$ cat src/rtl/register_file_sb.sv
// Multi-ported register file with a per-register busy scoreboard.
// Two combinational read ports, one write-back port, one reserve port and a registered busy count.
module register_file_sb #(
    parameter int          DATA_W   = 16,
    parameter int          ADDR_W   = 3,
    parameter int unsigned ZERO_REG = 0,
    parameter int unsigned BYPASS   = 1
) (
    input  logic              clock,
    input  logic              reset_n,
    input  logic              write,
    input  logic [ADDR_W-1:0] rd_addr,
    input  logic [DATA_W-1:0] data,
    input  logic [ADDR_W-1:0] rs_addr,
    input  logic [ADDR_W-1:0] rt_addr,
    output logic [DATA_W-1:0] rs_data,
    output logic [DATA_W-1:0] rt_data,
    input  logic              reserve,
    input  logic [ADDR_W-1:0] reserve_addr,
    output logic              rs_busy,
    output logic              rt_busy,
    output logic              stall,
    output logic [ADDR_W:0]   busy_count
);

    localparam int NREG = 2 ** ADDR_W;

    logic [DATA_W-1:0] regs_q [NREG];
    logic [DATA_W-1:0] regs_d [NREG];
    logic [NREG-1:0]   busy_q;
    logic [NREG-1:0]   busy_d;
    logic [ADDR_W:0]   busy_count_q;
    logic [ADDR_W:0]   busy_count_d;

    logic wr_en;
    logic rsv_en;
    logic rs_hit;
    logic rt_hit;
    logic rs_zero;
    logic rt_zero;

    // Accesses to a hard-wired zero register are dropped before they reach any state.
    always_comb begin
        wr_en  = write;
        rsv_en = reserve;
        if (ZERO_REG != 0) begin
            if (rd_addr == '0) begin
                wr_en = 1'b0;
            end
            if (reserve_addr == '0) begin
                rsv_en = 1'b0;
            end
        end
    end

    always_comb begin
        regs_d = regs_q;
        busy_d = busy_q;
        if (wr_en) begin
            regs_d[rd_addr] = data;
            busy_d[rd_addr] = 1'b0;
        end
        // Reserve is applied after the write so a same-address pair stays busy.
        if (rsv_en) begin
            busy_d[reserve_addr] = 1'b1;
        end
        busy_count_d = '0;
        for (int i = 0; i < NREG; i++) begin
            busy_count_d = busy_count_d + {{ADDR_W{1'b0}}, busy_d[i]};
        end
    end

    always_ff @(posedge clock or negedge reset_n) begin
        if (!reset_n) begin
            for (int i = 0; i < NREG; i++) begin
                regs_q[i] <= '0;
            end
            busy_q       <= '0;
            busy_count_q <= '0;
        end else begin
            regs_q       <= regs_d;
            busy_q       <= busy_d;
            busy_count_q <= busy_count_d;
        end
    end

    always_comb begin
        rs_hit  = (BYPASS != 0) && wr_en && (rd_addr == rs_addr);
        rt_hit  = (BYPASS != 0) && wr_en && (rd_addr == rt_addr);
        rs_zero = (ZERO_REG != 0) && (rs_addr == '0);
        rt_zero = (ZERO_REG != 0) && (rt_addr == '0);

        rs_data = rs_hit ? data : regs_q[rs_addr];
        rt_data = rt_hit ? data : regs_q[rt_addr];
        if (rs_zero) begin
            rs_data = '0;
        end
        if (rt_zero) begin
            rt_data = '0;
        end

        // A write landing this cycle resolves the hazard, so it no longer stalls.
        rs_busy = busy_q[rs_addr] && !rs_hit && !rs_zero;
        rt_busy = busy_q[rt_addr] && !rt_hit && !rt_zero;
        stall   = rs_busy || rt_busy;
    end

    assign busy_count = busy_count_q;

endmodule

$ cat config.mk
export PLATFORM = sky130hd
export DESIGN_NAME = register_file_sb
export DESIGN_NICKNAME = d
export VERILOG_FILES = /design/src/rtl/register_file_sb.sv
export SDC_FILE = /design/constraint.sdc
export NUM_CORES = 1
export LEC_CHECK = 0
export BUFFER_PORTS_ARGS = -buffer_cell sky130_fd_sc_hd__buf_2
export CAP_MARGIN = 20
export CORE_MARGIN = 2
export CORE_UTILIZATION = 25
export DETAILED_ROUTE_END_ITERATION = 8
export GPL_ROUTABILITY_DRIVEN = 0
export PLACE_DENSITY = 0.51
export RECOVER_POWER = 100
export SLEW_MARGIN = 10
export SYNTH_ARGS = -nofsm -noshare
export SYNTH_HDL_FRONTEND = slang
export SYNTH_SLANG_ARGS = --single-unit
$ cat constraint.sdc
create_clock -name clock -period 6.3 [get_ports clock]
set_input_delay 1.26 -clock clock [delete_from_list [all_inputs] [get_ports clock]]
set_output_delay 1.26 -clock clock [all_outputs]
set_load 0.03 [all_outputs]
==> results of run 1 <==
critical path, stage by stage:
cell and delay [ps]:
buf_2 100, clkbuf_2 1100, mux4_2 610, nand2b_1 140, and3_1 210, or2_1 220
clkbuf_1 210
final cells by class:
cell class	count	area share, %
clock buffers	22	5.10
clock inverters	8	1.29
repair buffers	85	4.49
inverters	15	0.618
flip-flops and latches	140	38.5
multi-input cells	356	44.5
well taps	402	5.52
cells by family after synthesis:
| group | count (synthesis) | share of synthesized area [%] |
|---|---|---|
| AO/OA/AOI/OAI | 44 | 3.01 |
| XOR/XNOR | 7 | 0.773 |
| adder cells (fa/ha/maj) | 7 | 1.48 |
| buffers and inverters | 71 | 4.37 |
| flip-flops | 140 | 44.1 |
| multiplexers | 230 | 41.5 |
| AND/OR/NAND/NOR | 68 | 4.76 |
path summary, 6_finish.rpt:
| check | startpoint | to | slack, ps | cells after the start |
|---|---|---|---|---|
| min in group asynchronous | reset_n | regs_q[56]$_DFFE_PN0P_ | 910 | 1 |
| max reg2reg | busy_q[1]$_DFF_PN0_ | busy_count[2]$_DFF_PN0_ | 3220 | 13 |
| max | rt_addr[0] | stall | 1150 | 7 |
| min | regs_q[118]$_DFFE_PN0P_ | regs_q[118]$_DFFE_PN0P_ | 520 | 1 |
| max in group asynchronous | reset_n | regs_q[89]$_DFFE_PN0P_ | 1980 | 2 |
| min reg2reg | regs_q[118]$_DFFE_PN0P_ | regs_q[118]$_DFFE_PN0P_ | 520 | 1 |
flip-flops by register name, summed over array words and instances (netlist names):
signal and flops:
busy_q 8, regs_q 128, busy_count 4
power by group through the flow:
stage	logic [mW]	clock network, mW	registers, mW
after floorplan	0.734	0	1.24
after global placement	0.975	0	1.25
after detailed placement	0.987	0	1.25
after CTS	0.990	1.03	1.24
after global routing	1.04	1.07	1.28
final	0.951	1.01	1.24
per-stage QoR:
stage	instance area, µm²	power [mW]	util, %	setup slack [ps]	hold slack, ps
after floorplan	7940	1.97	-	1740	471
after global placement	8620	2.22	27.5	1440	493
after detailed placement	8640	2.24	27.5	1330	502
after CTS	9220	3.26	29.4	1570	520
after global routing	9110	3.39	29.0	902	539
final	9110	3.20	29.0	1150	520
placed cells by master, fill, tap and decap left out, drive strengths merged:
master,instances
nor2b,6
clkbuf,65
o32ai,1
and2,1
nand2,7
clkinvlp,1
nor2,36
xnor2,7
inv,15
nand4b,1
dfrtp,140
a22oi,3
mux2i,36
nand3,2
bufinv,3
ha,3
and3,3
o22ai,2
fa,4
nor3b,1
mux2,128
clkinv,4
o21ai,3
mux4,66
o21a,2
nand4,3
or2,1
buf,42
a21oi,33
nor3,1
nand2b,6
per-layer routing:
| layer | vias up | global-route usage, % | share of wire, % |
|---|---|---|---|
| li1 | 2205 | - | - |
| met1 | 2531 | 17.1 | 47 |
| met2 | 78 | 21.9 | 49 |
| met3 | 23 | 2.43 | 2.0 |
| met4 | 0 | 3.87 | 1.7 |
| met5 | - | 0 | 0 |
==> results.cfg, run 1 <==
[status]
status = finished with violations
violations = max-capacitance violations, max-slew violations

[synthesis]
ys_async_sr_fraction_pct = 100
syn_area_um2 = 7940
yosys_most_used_dff = dfrtp_1
ys_ff_latch = 140
synth-seq-area-share_pct = 44.1
synth_fp_nets = 606
postSynthCellCount = 567
synth_warnings = 0
synth_edf_count = 0
synthTopCellsByCount = dfrtp_1, mux2_2, mux4_2
netlist.area_leader.share_pct = 44.1
synth_top_cell_by_area = dfrtp_1
yosys-top-cells-area = dfrtp_1, mux4_2, mux2_2
ys_types = 37
syn_area_per_cell_um2 = 14.0
synth_most_common_cell = dfrtp_1

[finish]
multi_input_area_um2 = 4050
area_growth_pct = 14.7
final_nets = 654
instances_no_fill = 1028
final_layout_size_suffix_gt1_share_pct = 42.7
ff_latch_area_um2 = 3500
num_antenna_cells = 0
fillers = 3213

[clock_network]
cts_sinks = 140
tritoncts = built
worstSkewPairLatency_ps = 420
cts_resized = 0
cts.htree.levels = 4
root_buffer = clkbuf_16
clk_pin_slew_ps = 60
post_cts.repair.setup_buffers = 0
ctsHoldBuffers = 0
numCtsBuffers = 17
clk_path_buf_depth = 2

[critical_path]
setup.worst_path.start_class = primary input
cp.required_ps = 5040
end_kind = output port
crit_type = in2out
crit_fanout = 35
crit_arrival_ps = 3890

[grt]
grt_util_all_layers_pct = 13.0
grt_pass1_wl_um = 32500
gr-total-overflow = 0
grt_pass1_vias = 5257
grt_start_max_net_pins = 86
antenna_found_initial = 0

[worst_hold_path]
worst_hold_path_type = reg2reg

[die]
die_x_um = 182
die-area_um2 = 33200
initial_core_util_pct = 25.3
num_rows = 65
coreArea_um2 = 31400
die_height_um = 182
ios = 71

[timing]
grt_setup_unrepaired = false
slew_headroom_pct = -104
fin_crit_sh_pct = 81.8
fmax_mhz = 194
setup_viol = 0
worst_slew_pin_slew_ps = 3060
finClkSkew_ps = 6.27
period_needed_ps = 5150
final-hold-violation-count = 0
finalSetupTns_ps = 0
slew_violations = 110

[power]
internal_power_mw = 2.20
clock_power_share_pct = 31.5
power_switching_share_pct = 31.1
powerDensity_nw_per_um2 = 352
power_switching_mw = 0.997
ir_drop_mv = 0.188
power_frac_comb_pct = 29.7
p_leak_nw = 3.75
seqPwrFrac_pct = 38.8

[place]
dp.cells = 998
port_buffers = 70
hpwl_um = 12700

[drt]
ant_nets = 0
routed_wirelength_um = 20400
first_pass_iters = 4
vias = 4837
drt-initial-drc-count = 271
viasPerCell = 4.71
post-route-drc-count = 0
wire_per_inst_um = 19.8

[run]
drv_cap = 3
Power figures use the tool's default switching activity.
==> run 2: changes to the inputs <==
--- a/config.mk
+++ b/config.mk
@@ -11,7 +11,7 @@
 export CORE_UTILIZATION = 25
 export DETAILED_ROUTE_END_ITERATION = 8
 export GPL_ROUTABILITY_DRIVEN = 0
-export PLACE_DENSITY = 0.51
+export PLACE_DENSITY = 0.53
 export RECOVER_POWER = 100
 export SLEW_MARGIN = 10
 export SYNTH_ARGS = -nofsm -noshare
==> constraint.sdc (replaced) <==
create_clock -name clock -period 4.4 [get_ports clock]
set_input_delay 0.88 -clock clock [delete_from_list [all_inputs] [get_ports clock]]
set_output_delay 0.88 -clock clock [all_outputs]
set_load 0.03 [all_outputs]
==> results.cfg, run 2 (same netlist as run 1, synthesis figures left out) <==
[status]
status = finished with violations
violations = max-capacitance violations, max-slew violations

[drt]
post-route-drc-count = 0
drt-initial-drc-count = 213
first_pass_iters = 4
viasPerCell = 4.76
routed_wirelength_um = 20500
vias = 4934
wire_per_inst_um = 19.8
ant_nets = 0

[critical_path]
crit_fanout = 11
critPathMaxStageDelay_ps = 580
reg2regPathDepth = 13
crit_type = in2out
end_kind = output port
setup.worst_path.start_class = primary input
cp_num_cells = 6
cpMostUsedCell = clkbuf_1
worstPathCellList = clkbuf_1 > xnor2_1 > nand4_1 > clkbuf_1 > a21oi_1 > buf_2
crit_family = buffers and inverters
crit_buf_inv = 3
crit_arrival_ps = 3060
cpMaxStageDelayCell = nand4_1
cp.required_ps = 3520

[timing]
whs_ps = 523
finalSetupTns_ps = 0
fmax_mhz = 254
final-hold-violation-count = 0
worst_slew_pin_slew_ps = 2280
slew_violations = 151
grt_setup_unrepaired = false
fin_crit_sh_pct = 89.5
period_needed_ps = 3940
finClkSkew_ps = 5.54
setup_viol = 0
fin_ws_ps = 463
slew_headroom_pct = -52.1

[worst_hold_path]
worst_hold_path_type = reg2reg
min_path_cells = 1

[die]
ios = 71
die_height_um = 182
die-area_um2 = 33200
coreArea_um2 = 31400
die_x_um = 182
num_rows = 65
initial_core_util_pct = 25.3

[finish]
final_common_cell = dfrtp_1
final_layout_size_suffix_gt1_share_pct = 43.5
fillers = 3210
num_antenna_cells = 0
final_nets = 661
layout_common_cells = dfrtp_1, mux2_2, mux4_2
instances_no_fill = 1037
top_register = regs_q
largest_reg_flops = 128
area_growth_pct = 16.0

[clock_network]
worstSkewPairLatency_ps = 420
cts.htree.levels = 4
numCtsBuffers = 17
cts_sinks = 140
tritoncts = built
ctsHoldBuffers = 0
root_buffer = clkbuf_16
clk_pin_slew_ps = 60
post_cts.repair.setup_buffers = 0
clk_path_buf_depth = 2
cts_resized = 0

[place]
hpwl_um = 12800
pre_cts_slack_ps = 256
port_buffers = 70
dp.cells = 1005

[run]
drv_cap = 6

[grt]
gr-total-overflow = 0
grt_pass1_wl_um = 32500
antenna_found_initial = 1
grt_util_all_layers_pct = 13.0
grt_start_max_net_pins = 88
grt_pass1_vias = 5307

[power]
p_leak_nw = 3.79
powerDensity_nw_per_um2 = 504
power_mw = 4.64
ir_drop_mv = 0.235
[run 2: final cells by class]
cell class              instances  area [µm²]  share of cell area [%]
well taps                     402         503                    5.47
flip-flops and latches        140        3500                    38.1
multi-input cells             356        4060                    44.1
inverters                      15        56.3                   0.612
clock inverters                13         165                    1.79
repair buffers                 92         459                    4.99
clock buffers                  19         453                    4.92
[run 2: worst reg2reg max path: cells and delay by family, from the launching register on]
family / cells / cell delay, ps
fa+ha+maj: 5 / 1940
flops: 1 / 380
buf+inv: 6 / 380
compound gates: 1 / 150
xor+xnor: 1 / 130
[run 2: report_power, final]
part / internal, mW / switching (mW)
Clock: 0.923 / 0.575
Sequential: 1.59 / 0.189
Combinational: 0.661 / 0.702
Total: 3.17 / 1.47
[run 2: routing by layer]
metal  track usage [%]  part of all wire [%]
met5                 0                 0.054
met2              20.2                    47
met4              3.45                   1.4
met1              18.4                    49
met3              2.51                   2.3
[run 2: worst paths after layout]
kind	start	endpoint	slack, ps
max	rd_addr[0]	rs_data[13]	460
min	regs_q[118]$_DFFE_PN0P_	regs_q[118]$_DFFE_PN0P_	520
max reg2reg	busy_q[1]$_DFF_PN0_	busy_count[2]$_DFF_PN0_	1320
min reg2reg	regs_q[118]$_DFFE_PN0P_	regs_q[118]$_DFFE_PN0P_	520
max in group asynchronous	reset_n	regs_q[53]$_DFFE_PN0P_	990
min in group asynchronous	reset_n	regs_q[8]$_DFFE_PN0P_	1090
[run 2: through the flow]
| step | util (%) | cell area (µm²) |
|---|---|---|
| finish | 29.3 | 9200 |
| global route | 29.3 | 9200 |
| CTS | 29.7 | 9330 |
| detailed placement | 27.7 | 8710 |
| global placement | 27.7 | 8710 |
| floorplan | - | 7940 |
==> run 3: changes to the inputs <==
--- a/config.mk
+++ b/config.mk
@@ -5,13 +5,15 @@
 export SDC_FILE = /design/constraint.sdc
 export NUM_CORES = 1
 export LEC_CHECK = 0
+export ABC_AREA = 1
 export BUFFER_PORTS_ARGS = -buffer_cell sky130_fd_sc_hd__buf_2
 export CAP_MARGIN = 20
 export CORE_MARGIN = 2
 export CORE_UTILIZATION = 25
+export CTS_BUF_LIST = sky130_fd_sc_hd__clkbuf_2 sky130_fd_sc_hd__clkbuf_4 sky130_fd_sc_hd__clkbuf_8
 export DETAILED_ROUTE_END_ITERATION = 8
 export GPL_ROUTABILITY_DRIVEN = 0
-export PLACE_DENSITY = 0.53
+export PLACE_DENSITY = 0.52
 export RECOVER_POWER = 100
 export SLEW_MARGIN = 10
 export SYNTH_ARGS = -nofsm -noshare
==> results.cfg, run 3 <==
[die]
die-area_um2 = 35900
die_x_um = 189
die_height_um = 189
num_rows = 67
coreArea_um2 = 33700
ios = 71
initial_core_util_pct = 25.5

[finish]
final_layout_size_suffix_gt1_share_pct = 7.68
area_growth_pct = 11.4
instances_no_fill = 1791
largest_reg_flops = 128
top_register = regs_q
finish.instance_area_um2 = 9570
final_nets = 1368
final_common_cell = nand2_1
finalCoreUtilization_pct = 28.4
layout_common_cells = nand2_1, nand3_1, inv_1

[synthesis]
yosys_most_used_dff = dfrtp_1
synthTopCellsByCount = nand2_1, nand3_1, inv_1
synth_warnings = 0
synth_top_cell_by_area = dfrtp_1
ys_types = 23
synth_compound_area_share_pct = 8.01
ys_ff_latch = 140
syn_area_um2 = 8590
yosys-top-cells-area = dfrtp_1, nand2_1, nand3_1
syn_area_per_cell_um2 = 6.55
synthSimpleGateAreaFrac_pct = 36.9
postSynthCellCount = 1311
synth_most_common_cell = nand2_1
synth-seq-area-share_pct = 40.8
synth_edf_count = 0
synth_mux_area_share_pct = 0
synth_fp_nets = 1350
netlist.area_leader.share_pct = 40.8
synth_top_family_by_area = simple AND/OR/NAND/NOR gates
ys_async_sr_fraction_pct = 100
synth_xor_area_share_pct = 0.102
synth_fa_ha_area_share_pct = 1.37

[power]
powerDensity_nw_per_um2 = 420
ir_drop_mv = 0.177
p_leak_nw = 4.89
power_mw = 4.02

[drt]
wire_per_inst_um = 17.3
first_pass_iters = 6
drt-initial-drc-count = 869
post-route-drc-count = 0
ant_nets = 0
vias = 8483
routed_wirelength_um = 30900
viasPerCell = 4.74

[grt]
antenna_found_initial = 1
grt_pass1_vias = 8155
grt_start_max_net_pins = 88
grt_util_all_layers_pct = 17.5
gr-total-overflow = 0
grt_pass1_wl_um = 47900

[clock_network]
cts.htree.levels = 4
ctsHoldBuffers = 0
tritoncts = built
clk_pin_slew_ps = 80
cts_sinks = 140
clk_path_buf_depth = 2
cts_resized = 0
numCtsBuffers = 17
worstSkewPairLatency_ps = 460
root_buffer = clkbuf_8
post_cts.repair.setup_buffers = 0

[critical_path]
cp.required_ps = 3520
setup.worst_path.start_class = primary input
crit_fanout = 18
reg2reg_setup_slack_ps = 1280
crit_arrival_ps = 3070
end_kind = output port
reg2reg_from = busy_q[0]$_DFF_PN0_
reg2regPathDepth = 13
r2r-end = busy_count[2]$_DFF_PN0_
crit_type = in2out

[timing]
setup_viol = 0
fmax_mhz = 253
period_needed_ps = 3950
final-hold-violation-count = 0
finalSetupTns_ps = 0
worst_slew_pin_slew_ps = 3220
grt_setup_unrepaired = false
fin_ws_ps = 446
whs_ps = 491
slew_headroom_pct = -114
fin_crit_sh_pct = 89.9
finClkSkew_ps = 12.0
slew_violations = 318

[worst_hold_path]
min_path_cells = 2
worst_hold_path_type = reg2reg
min_to = regs_q[87]$_DFFE_PN0P_
hold_start = regs_q[87]$_DFFE_PN0P_

[run]
drv_cap = 9

[place]
pre_cts_slack_ps = 385
port_buffers = 70
dp.cells = 1758
hpwl_um = 18200
placed_area_um2 = 9290

[status]
status = finished with violations
violations = max-capacitance violations, max-slew violations
## run 3: cell types whose count changed in the layout (fill, tap and decap cells not counted), sizes merged, moves of 14 or more
cell	previous run	this run
mux2	128	0
clkbuf	67	53
mux4	66	0
nor2	36	13
nand2	7	494
mux2i	36	0
nand3	2	242
buf	44	59
inv	16	182
a21oi	33	0
o21ai	3	130
## run 3: final cells by class
| type | count | area (µm²) |
|---|---|---|
| multi-input combinational | 895 | 3950 |
| tap | 448 | 561 |
| sequential | 140 | 3500 |
| inverter | 182 | 684 |
| clock inverter | 13 | 123 |
| timing repair buffer | 93 | 485 |
| antenna | 1 | 2.50 |
| clock buffer | 19 | 262 |
| fill | 3815 | 24100 |
## run 3: critical path: stages
cell,delay (ps)
buf_2,110
buf_4,240
nand2_1,110
nand2_1,60
nor2_2,90
nand2_2,310
inv_1,660
nand2_1,100
nand2_1,150
clkbuf_1,350
## run 3: routing by layer
metal  share of wire [%]  track usage, %
met5                   0               0
met4                 2.3            5.46
met3                 8.0            3.26
met2                  44            27.2
met1                  45            24.6
## run 3: worst max path at each step
stage,end,from,slack [ps]
floorplan,busy_count[2]$_DFF_PN0_,write,720
global placement,busy_count[1]$_DFF_PN0_,rd_addr[2],400
detailed placement,busy_count[2]$_DFF_PN0_,rd_addr[2],390
CTS,rs_data[1],rs_addr[2],770
global route,rs_data[13],rs_addr[2],320
finish,rs_data[6],rs_addr[2],450
## run 3: cell families (layout without fill, tap and decap cells)
family | count (synthesis) | in the layout
compound gates | 136 | 136
flops | 140 | 140
buf+inv | 276 | 307
other cells | 0 | 1
xor+xnor | 1 | 1
fa+ha+maj | 7 | 7
simple gates | 751 | 751
## run 3: where the power goes
part	switching (mW)	internal, mW	leakage [nW]	total, mW
registers	0.0932	1.56	1.71	1.65
clock network	0.541	0.527	0.209	1.07
logic	0.914	0.390	2.97	1.30
total	1.55	2.47	4.89	4.02
